### src/rtl/adder_pkg.sv
// Shared types for the adder issue stage: operand pairs, results, buffer depth.
// Carry tracking is present only when ADDER_ISSUE_OVF_EN is defined.
package adder_pkg;

    localparam int unsigned ADD_W     = 8;
    localparam int unsigned RES_DEPTH = 2;

    typedef struct packed {
        logic [ADD_W-1:0] a;
        logic [ADD_W-1:0] b;
`ifdef ADDER_ISSUE_OVF_EN
        logic             ovf;
`endif
    } operand_pair_t;

    typedef struct packed {
        logic [ADD_W-1:0] sum;
`ifdef ADDER_ISSUE_OVF_EN
        logic             ovf;
`endif
    } result_t;

    // A modular sum smaller than an operand means the add wrapped.
    function automatic logic carry_of(input logic [ADD_W-1:0] a,
                                      input logic [ADD_W-1:0] b);
        logic [ADD_W-1:0] s;
        s = a + b;
        return s < a;
    endfunction

endpackage

### src/rtl/adder_issue_ctrl_if.sv
// Producer, adder and consumer signals of the adder issue stage.
// out_ovf_o exists only when ADDER_ISSUE_OVF_EN is defined.
interface adder_issue_ctrl_if #(
    parameter int unsigned WIDTH = 8
);
    logic             in_valid_i;
    logic             in_ready_o;
    logic [WIDTH-1:0] in_a_i;
    logic [WIDTH-1:0] in_b_i;
    logic [WIDTH-1:0] add_a_o;
    logic [WIDTH-1:0] add_b_o;
    logic [WIDTH-1:0] add_sum_i;
    logic             out_valid_o;
    logic             out_ready_i;
    logic [WIDTH-1:0] out_sum_o;
`ifdef ADDER_ISSUE_OVF_EN
    logic             out_ovf_o;
`endif

    modport slave (
        input  in_valid_i, in_a_i, in_b_i, add_sum_i, out_ready_i,
`ifdef ADDER_ISSUE_OVF_EN
        output out_ovf_o,
`endif
        output in_ready_o, add_a_o, add_b_o, out_valid_o, out_sum_o
    );

    modport master (
        output in_valid_i, in_a_i, in_b_i, add_sum_i, out_ready_i,
`ifdef ADDER_ISSUE_OVF_EN
        input  out_ovf_o,
`endif
        input  in_ready_o, add_a_o, add_b_o, out_valid_o, out_sum_o
    );

endinterface

### src/rtl/adder_issue_fifo.sv
// Synchronous FIFO for the operand queue; ready is registered and is
// low during reset, so a push into a full queue is never accepted.
module adder_issue_fifo #(
    parameter type         T     = logic,
    parameter int unsigned DEPTH = 4
) (
    input  logic clk_i,
    input  logic rst_ni,
    input  logic push_i,
    input  T     data_i,
    output logic ready_o,
    input  logic pop_i,
    output T     data_o,
    output logic empty_o
);
    localparam int unsigned AW = $clog2(DEPTH);
    localparam int unsigned CW = AW + 1;
    localparam logic [CW-1:0] FULL = CW'(DEPTH);

    T              mem_q [DEPTH];
    logic [AW-1:0] wr_q;
    logic [AW-1:0] rd_q;
    logic [CW-1:0] cnt_q;
    logic [CW-1:0] cnt_d;
    logic          ready_q;
    logic          do_push;
    logic          do_pop;

    assign empty_o = (cnt_q == '0);
    assign ready_o = ready_q;
    assign data_o  = mem_q[rd_q];
    assign do_push = push_i && ready_q;
    assign do_pop  = pop_i && !empty_o;
    assign cnt_d   = cnt_q + CW'(do_push) - CW'(do_pop);

    always_ff @(posedge clk_i or negedge rst_ni) begin
        if (!rst_ni) begin
            wr_q    <= '0;
            rd_q    <= '0;
            cnt_q   <= '0;
            ready_q <= 1'b0;
        end else begin
            if (do_push) wr_q <= wr_q + AW'(1);
            if (do_pop)  rd_q <= rd_q + AW'(1);
            cnt_q   <= cnt_d;
            ready_q <= (cnt_d != FULL);
        end
    end

    always_ff @(posedge clk_i) begin
        if (do_push) mem_q[wr_q] <= data_i;
    end

endmodule

### src/rtl/adder_issue_ctrl.sv
// Issue stage for a 1-cycle registered adder with an in-order 2-entry result
// buffer. Define ADDER_ISSUE_OVF_EN to carry the add's carry-out to out_ovf_o.
module adder_issue_ctrl
    import adder_pkg::*;
#(
    parameter int unsigned WIDTH = ADD_W,
    parameter int unsigned DEPTH = 4
) (
    input logic               clk_i,
    input logic               rst_ni,
    adder_issue_ctrl_if.slave bus
);
    localparam int unsigned RW = $clog2(RES_DEPTH);

    operand_pair_t push_pair;
    operand_pair_t head;
    logic          fifo_empty;
    logic          issue;
    logic          pop;
    logic [2:0]    occ;

    result_t       res_q [RES_DEPTH];
    logic [RW-1:0] res_rd_q;
    logic [RW-1:0] res_wr_q;
    logic [1:0]    res_cnt_q;
    logic          inflight_q;
    result_t       cap;
`ifdef ADDER_ISSUE_OVF_EN
    logic          infl_ovf_q;
`endif

    always_comb begin
        push_pair     = '0;
        push_pair.a   = ADD_W'(bus.in_a_i);
        push_pair.b   = ADD_W'(bus.in_b_i);
`ifdef ADDER_ISSUE_OVF_EN
        push_pair.ovf = carry_of(push_pair.a, push_pair.b);
`endif
    end

    adder_issue_fifo #(
        .T     (operand_pair_t),
        .DEPTH (DEPTH)
    ) u_fifo (
        .clk_i   (clk_i),
        .rst_ni  (rst_ni),
        .push_i  (bus.in_valid_i),
        .data_i  (push_pair),
        .ready_o (bus.in_ready_o),
        .pop_i   (issue),
        .data_o  (head),
        .empty_o (fifo_empty)
    );

    // Issue only if the result will have a slot when it comes back.
    assign pop   = (res_cnt_q != '0) && bus.out_ready_i;
    assign occ   = 3'(res_cnt_q) + 3'(inflight_q) - 3'(pop);
    assign issue = !fifo_empty && (occ < 3'(RES_DEPTH));

    assign bus.add_a_o = issue ? WIDTH'(head.a) : '0;
    assign bus.add_b_o = issue ? WIDTH'(head.b) : '0;

    always_comb begin
        cap     = '0;
        cap.sum = ADD_W'(bus.add_sum_i);
`ifdef ADDER_ISSUE_OVF_EN
        cap.ovf = infl_ovf_q;
`endif
    end

    always_ff @(posedge clk_i or negedge rst_ni) begin
        if (!rst_ni) begin
            for (int i = 0; i < RES_DEPTH; i++) res_q[i] <= '0;
            res_rd_q   <= '0;
            res_wr_q   <= '0;
            res_cnt_q  <= '0;
            inflight_q <= 1'b0;
`ifdef ADDER_ISSUE_OVF_EN
            infl_ovf_q <= 1'b0;
`endif
        end else begin
            if (inflight_q) begin
                res_q[res_wr_q] <= cap;
                res_wr_q        <= res_wr_q + RW'(1);
            end
            if (pop) res_rd_q <= res_rd_q + RW'(1);
            res_cnt_q  <= res_cnt_q + 2'(inflight_q) - 2'(pop);
            inflight_q <= issue;
`ifdef ADDER_ISSUE_OVF_EN
            infl_ovf_q <= issue && head.ovf;
`endif
        end
    end

    assign bus.out_valid_o = (res_cnt_q != '0);
    assign bus.out_sum_o   = WIDTH'(res_q[res_rd_q].sum);
`ifdef ADDER_ISSUE_OVF_EN
    assign bus.out_ovf_o   = res_q[res_rd_q].ovf;
`endif

endmodule

### src/flat_wrapper.sv
// flat-port wrapper written by rule: the top's interface ports become plain ports
module adder_issue_ctrl_flat import adder_pkg::*;
#(
    parameter int unsigned WIDTH = ADD_W,
    parameter int unsigned DEPTH = 4
)
  (clk_i, rst_ni, bus_in_valid_i, bus_in_a_i, bus_in_b_i, bus_add_sum_i, bus_out_ready_i, bus_in_ready_o, bus_add_a_o, bus_add_b_o, bus_out_valid_o, bus_out_sum_o);
  adder_issue_ctrl_if #(.WIDTH(WIDTH)) bus_i ();
  input logic clk_i;
  input logic rst_ni;
  input wire logic [$bits(bus_i.in_valid_i)-1:0] bus_in_valid_i;
  input wire logic [$bits(bus_i.in_a_i)-1:0] bus_in_a_i;
  input wire logic [$bits(bus_i.in_b_i)-1:0] bus_in_b_i;
  input wire logic [$bits(bus_i.add_sum_i)-1:0] bus_add_sum_i;
  input wire logic [$bits(bus_i.out_ready_i)-1:0] bus_out_ready_i;
  output wire logic [$bits(bus_i.in_ready_o)-1:0] bus_in_ready_o;
  output wire logic [$bits(bus_i.add_a_o)-1:0] bus_add_a_o;
  output wire logic [$bits(bus_i.add_b_o)-1:0] bus_add_b_o;
  output wire logic [$bits(bus_i.out_valid_o)-1:0] bus_out_valid_o;
  output wire logic [$bits(bus_i.out_sum_o)-1:0] bus_out_sum_o;
  assign bus_i.in_valid_i = bus_in_valid_i;
  assign bus_i.in_a_i = bus_in_a_i;
  assign bus_i.in_b_i = bus_in_b_i;
  assign bus_i.add_sum_i = bus_add_sum_i;
  assign bus_i.out_ready_i = bus_out_ready_i;
  assign bus_in_ready_o = bus_i.in_ready_o;
  assign bus_add_a_o = bus_i.add_a_o;
  assign bus_add_b_o = bus_i.add_b_o;
  assign bus_out_valid_o = bus_i.out_valid_o;
  assign bus_out_sum_o = bus_i.out_sum_o;
  adder_issue_ctrl #(.WIDTH(WIDTH), .DEPTH(DEPTH)) u_core (.clk_i(clk_i), .rst_ni(rst_ni), .bus(bus_i));
endmodule
### config.mk
export PLATFORM = sky130hd
export DESIGN_NAME = adder_issue_ctrl_flat
export DESIGN_NICKNAME = d
export VERILOG_FILES = /design/src/rtl/adder_pkg.sv /design/src/rtl/adder_issue_ctrl_if.sv /design/src/rtl/adder_issue_fifo.sv /design/src/rtl/adder_issue_ctrl.sv /design/src/flat_wrapper.sv
export SDC_FILE = /design/constraint.sdc
export NUM_CORES = 1
export LEC_CHECK = 0
export CORE_MARGIN = 2
export CORE_UTILIZATION = 49
export DETAILED_ROUTE_END_ITERATION = 8
export PLACE_DENSITY = 0.76
export SYNTH_ARGS = -nofsm -noshare
export SYNTH_HDL_FRONTEND = slang
export SYNTH_SLANG_ARGS = --single-unit
### constraint.sdc
create_clock -name clk_i -period 3.9 [get_ports clk_i]
set_input_delay 1.17 -clock clk_i [delete_from_list [all_inputs] [get_ports clk_i]]
set_output_delay 1.17 -clock clk_i [all_outputs]
set_load 0.02 [all_outputs]
======== Word level (Yosys, flattened, before mapping) ========
Memory sizes are Yosys's and may differ from the RTL's.
Index checks and enable logic that the tools add are counted.
word-level totals
  register bits after elaboration ......... 29
  RAM bits ................................ 64
  word-level logic and storage cells ...... 46
  memories ................................ 1
memory list
  memory               depth  bits a word  read ports  clocked after Yosys merged registers in  write ports  RTL line                source
  u_core.u_fifo.mem_q  4      16           1           0                                        1            adder_issue_fifo.sv:20  T mem_q [DEPTH];
operators by class
  add/subtract/negate cells ............... 10
  $lt $le $gt $ge ......................... 4
  eq/ne operators ......................... 1
  multiplexer cells ....................... 10
  bitwise gates (word level) .............. 2
  reduce and logical (&&, ||, !) cells .... 8
operators by type and width
  kind                                                         number
  2-to-1 mux 8 bit                                             6
  bitwise mux 16 bit                                           1
  demux 8 bit (select 1 bit)                                   1
  subtractor 3 x 1 -> 3 bit                                    2
  logical AND 1 bit                                            5
  adder 2 x 1 -> 2 bit (second input constant)                 2
  greater-or-equal comparator 2 bit (second input constant)    2
  NOT 1 -> 2 bit                                               2
  adder 2 x 1 -> 3 bit                                         1
  adder 3 x 1 -> 3 bit                                         1
  logical NOT 3 bit                                            1
  less-than comparator 3 x 2 -> 1 bit (second input constant)  1
  != test 3 bit (second input constant)                        1
  adder 1 bit (second input constant)                          2
  adder 2 x 1 -> 2 bit                                         1
  less-than comparator 2 x 1 -> 1 bit (second input constant)  1
  2-to-1 mux 1 bit                                             2
  nonzero test 2 bit                                           1
  subtractor 2 x 1 -> 2 bit                                    1
  logical NOT 1 bit                                            1

======== Longest topological paths before layout ========
  depth in word-level cells ............... 8
  mapped depth ............................ 17
  depth with buffers taken out ............ 17

======== Modules after synthesis ========
Synthesis repeated with hierarchy kept, for this count alone.
unflattened totals
  cell total of the unflattened synthesis .. 202
  area, all modules ....................... 3,886.2 sq um
by module, submodules not included
  module            times used  cells each  area an instance (sq um)  sequential area each (sq um)
  adder_issue_fifo  1           120         2,788.9                   2,122.0
  adder_issue_ctrl  1           82          1,097.3                   525.5

======== Worst setup path before layout ========
No wires, ideal clock.
  path kind ............................... input -> output
  from .................................... input port bus_out_ready_i
  to ...................................... output port bus_add_a_o[2]
  arrival time ............................ 3,025 ps
  setup slack ............................. -295 ps
  stages on the path ...................... 9
  buffers on the path ..................... 1
  cells stage by stage .................... and2_1 -> ha_1 -> inv_1 -> ha_1 -> inv_1 -> fa_1 -> xnor2_1 -> clkbuf_1 -> and3_1
on the way
  cells in the longest elaborated chain, start to end .. 5
RTL lines
  item                                 RTL line                source
  start, declared                      flat_wrapper.sv:15      input wire logic [$bits(bus_i.out_ready_i)-1:0] bus_out_ready_i;
  logical AND 1 bit                    adder_issue_ctrl.sv:56  assign pop = (res_cnt_q != '0) && bus.out_ready_i;
  subtractor 3 x 1 -> 3 bit            adder_issue_ctrl.sv:57  assign occ = 3'(res_cnt_q) + 3'(inflight_q) - 3'(pop);
  less-than comparator 3 x 2 -> 1 bit  adder_issue_ctrl.sv:58  assign issue = !fifo_empty && (occ < 3'(RES_DEPTH));
  logical AND 1 bit                    adder_issue_ctrl.sv:58
  2-to-1 mux 8 bit                     adder_issue_ctrl.sv:60  assign bus.add_a_o = issue ? WIDTH'(head.a) : '0;
  end, declared                        flat_wrapper.sv:17      output wire logic [$bits(bus_i.add_a_o)-1:0] bus_add_a_o;
No other way between the ends.

======== Final worst setup path ========
  from .................................... input port bus_out_ready_i
  to ...................................... output port bus_add_b_o[1]
on the way
  cells in the longest elaborated chain, start to end .. 5
RTL lines
  item                                 RTL line                source
  logical AND 1 bit                    adder_issue_ctrl.sv:56
  net u_core.pop                       adder_issue_ctrl.sv:19  logic pop;
  subtractor 3 x 1 -> 3 bit            adder_issue_ctrl.sv:57
  less-than comparator 3 x 2 -> 1 bit  adder_issue_ctrl.sv:58
  logical AND 1 bit                    adder_issue_ctrl.sv:58
  2-to-1 mux 8 bit                     adder_issue_ctrl.sv:61  assign bus.add_b_o = issue ? WIDTH'(head.b) : '0;
  end, declared                        flat_wrapper.sv:18      output wire logic [$bits(bus_i.add_b_o)-1:0] bus_add_b_o;
The timed path passes the listed nets, and every way through them passes these cells.

==> flow_summary.toml <==
[synthesis]
yosys_warnings = 0
ys_ff_latch = 93
synthDistinctLibCells = 22
synth.cell_area_sq_um = 3801
synth_seq_area_share = 0.6965
syn_nets = 238
synth_cells = 200
synthFlopType = "edfxtp_1"
synth_edf_count = 64
ys_async_sr_fraction = 0.3118
avgSynthCellArea_sq_um = 19.01

[pwr]
seqPwrFrac = 0.339
p_leak_nw = 1.851
clkPwrFrac = 0.130
p_comb_frac = 0.531
powerDensity_nw_per_um2 = 918.6
switchingPower_mw = 1.580
power_switching_share = 0.3494
internal-power_mw = 2.942
ir_worst_vdd_v = 0.0005465

[timing]
slew_headroom = 0.4266
fmax_mhz = 239.7
rsz0062_at_grt = "yes"
finalCritPeriodShare = 1.070
worst_pin_slew_ns = 0.8601
layout_min_cycle_time_ns = 4.172
setup_viol = 17
setup_slack_ns = -0.2723
hold_viol_final = 0
timing.hold.ws_ns = 0.5000
clock_skew_ns = 0.007213
finalMaxSlewViolations = 0

[run_status]
failed_checks = "negative setup slack"
status = "finished with violations"

[setup_path]
startpoint_type = "primary input"
rrSetupSlack_ns = 0.11
worst-setup-path-type = "primary input to output pin"
endpoint_kind = "output pin"
slowest_stage = "fa_1"
crit_path_cell_trace = "buf_6 > and2_4 > ha_4 > inv_4 > ha_4 > inv_2 > fa_1 > o31a_1 > buf_6 > and3_4 > buf_6"
required_ns = 2.73
reg2reg_depth = 20
cp_max_fo = 8
r2r-end = "u_core.u_fifo.ready_o"
cp.arrival_ns = 3.00
r2r_start = "u_core.res_cnt_q[1]"
crit_top_cell = "buf_6"
critPathMaxStageDelay_ns = 0.53

[detailed_routing]
drt_wl_total_mm = 6.512
avgViaCountPerCell = 5.135
drt_iter0_drc = 67
drc = 0
firstDrtPassIters = 4
ant_nets = 0
routedWlPerCell_um = 17.27
num_vias = 1936

[global_routing]
antenna_found_initial = 0
grt.total_usage = 0.1659
grt_pass1_wl_mm = 10.32
grt-ovfl-total = 0
grt_max_degree = 30
grt_pass1_vias = 2046

[cts]
hold_buffers = 0
clk_path_buf_depth = 2
path_clk_slew_ns = 0.08
htreeDepth = 3
cts_tree = "yes"
cts.sinks = 93
cts_made_buffers = 9
insertion_delay_ns = 0.35
clock-root-buffer = "clkbuf_8"

[die]
start_util = 0.4997
ios = 54
core_sq_um = 7607
die_y_um = 92.08
die-area_sq_um = 8478
core.rowCount = 32
die_w_um = 92.08

[final_layout]
layout-drive-gt1-share = 0.4000
final_nets = 308
fin_cells = 377
area_growth_pct = 29.49
fillers = 546
diodes = 0

[place]
dp_cells = 356
pre_cts_ws_ns = -1.123
gp_congestion = 0.6878
port_buffers = 53
dpl.hpwl_mm = 4.017

[job]
drv_cap = 0

[min_path]
hold_end = "u_core.res_wr_q"
hold_class = "flop to flop"
whs_path_depth = 1
hp-start = "u_core.res_wr_q"
-- critical path: cells and delay by family --
family                     cells  cell delay [ns]
AOI/OAI and AO/OA              1             0.20
adders and majority gates      3             0.85
buffers and inverters          5             0.44
and+or+nand+nor                2             0.33
-- metrics by stage --
stage               area, sq um  utilization  total power [mW]  TNS (ns)
floorplan                  3905            -             2.838    -1.507
global placement           4599       0.6046             3.561    -19.02
detailed placement         4599       0.6046             3.619    -19.04
CTS                        4932       0.6484             4.584    -4.502
global route               4922       0.6470             4.785    -5.593
finish                     4922       0.6470             4.522    -4.219
-- registers in the layout, indices dropped and copies added (netlist names) --
signal                 count
u_core.u_fifo.mem_q       64
u_core.res_q              16
u_core.u_fifo.cnt_q        3
u_core.res_cnt_q           2
u_core.u_fifo.rd_q         2
u_core.u_fifo.wr_q         2
u_core.inflight_q          1
u_core.res_rd_q            1
u_core.res_wr_q            1
u_core.u_fifo.ready_o      1
-- timing repair --
item | 4_1_cts | 5_1_grt
resized for setup | 116 | 9
endpoints found under the setup margin | 18 | 18
buffers inserted | 7 | 1
pin swaps | 6 | 9
gates cloned | 1 | 0
-- per-layer routing --
| layer | vias up | share of wire | global-route usage |
|---|---|---|---|
| li1 | 907 | - | - |
| met1 | 979 | 0.42 | 0.2179 |
| met2 | 41 | 0.53 | 0.2672 |
| met3 | 9 | 0.035 | 0.03944 |
| met4 | 0 | 0.016 | 0.07090 |
| met5 | - | 0 | 0 |
-- power by group through the flow --
stage	Clock [mW]	Combinational [mW]	Sequential, mW
final	0.589	2.40	1.53
after global placement	0	2.03	1.53
after CTS	0.607	2.45	1.53
after detailed placement	0	2.07	1.55
after floorplan	0	1.37	1.46
after global routing	0.649	2.57	1.57
-- cells in the final DEF (no fill, tap or decap), types with 2 or more instances in the layout --
cell type	count
edfxtp_1	64
clkdlybuf4s50_1	36
dfrtp_1	29
mux2_2	25
buf_6	21
and3_4	16
clkbuf_8	10
mux4_2	8
mux4_1	8
buf_4	8
inv_1	6
and3_1	4
ha_4	4
ha_1	4
inv_6	4
inv_4	3
nand2_1	3
xnor2_1	3
xnor2_2	2
xor2_1	2
buf_12	2
-- cells in the mapped netlist (all sizes together), types with 2 or more instances --
cell / count / area share
and3: 20 / 0.033
buf: 5 / 0.012
clkbuf: 3 / 0.0030
dfrtp: 29 / 0.19
edfxtp: 64 / 0.51
fa: 2 / 0.011
ha: 8 / 0.026
inv: 10 / 0.0099
mux2: 25 / 0.074
mux4: 16 / 0.10
nand2: 4 / 0.0039
xnor2: 5 / 0.012
xor2: 3 / 0.0069
-- how the worst max path moves through the flow --
stage	end	cells past startpoint	slack (ns)	startpoint
6_report	bus_add_b_o[1]	11	-0.27	bus_out_ready_i
4_1_cts	bus_add_b_o[1]	12	-0.29	bus_out_ready_i
3_5_place_dp	bus_add_b_o[1]	11	-1.12	bus_out_ready_i
5_1_grt	bus_add_b_o[2]	11	-0.34	bus_out_ready_i
2_1_floorplan	bus_add_a_o[2]	9	-0.14	bus_out_ready_i
3_3_place_gp	bus_add_b_o[1]	11	-1.13	bus_out_ready_i
-- kinds of logic after synthesis --
family	after synthesis	share of synthesized area
AO/OA/AOI/OAI	1	0.002305
adder cells (fa/ha/maj)	10	0.03687
flip-flops	93	0.6965
buffers and inverters	18	0.02502
multiplexers	41	0.1768
XOR/XNOR	8	0.01843
AND/OR/NAND/NOR	29	0.04411
-- layout make-up --
type | instances | area, sq um | area share
Tap cell | 102 | 127.6 | 0.02593
Clock buffer | 11 | 141.4 | 0.02872
Inverter | 10 | 45.04 | 0.009151
Clock inverter | 5 | 40.04 | 0.008134
Multi-Input combinational cell | 89 | 1224 | 0.2486
Timing Repair Buffer | 67 | 696.9 | 0.1416
Sequential cell | 93 | 2648 | 0.5379
Note: power is estimated with default switching activity, not from simulation.
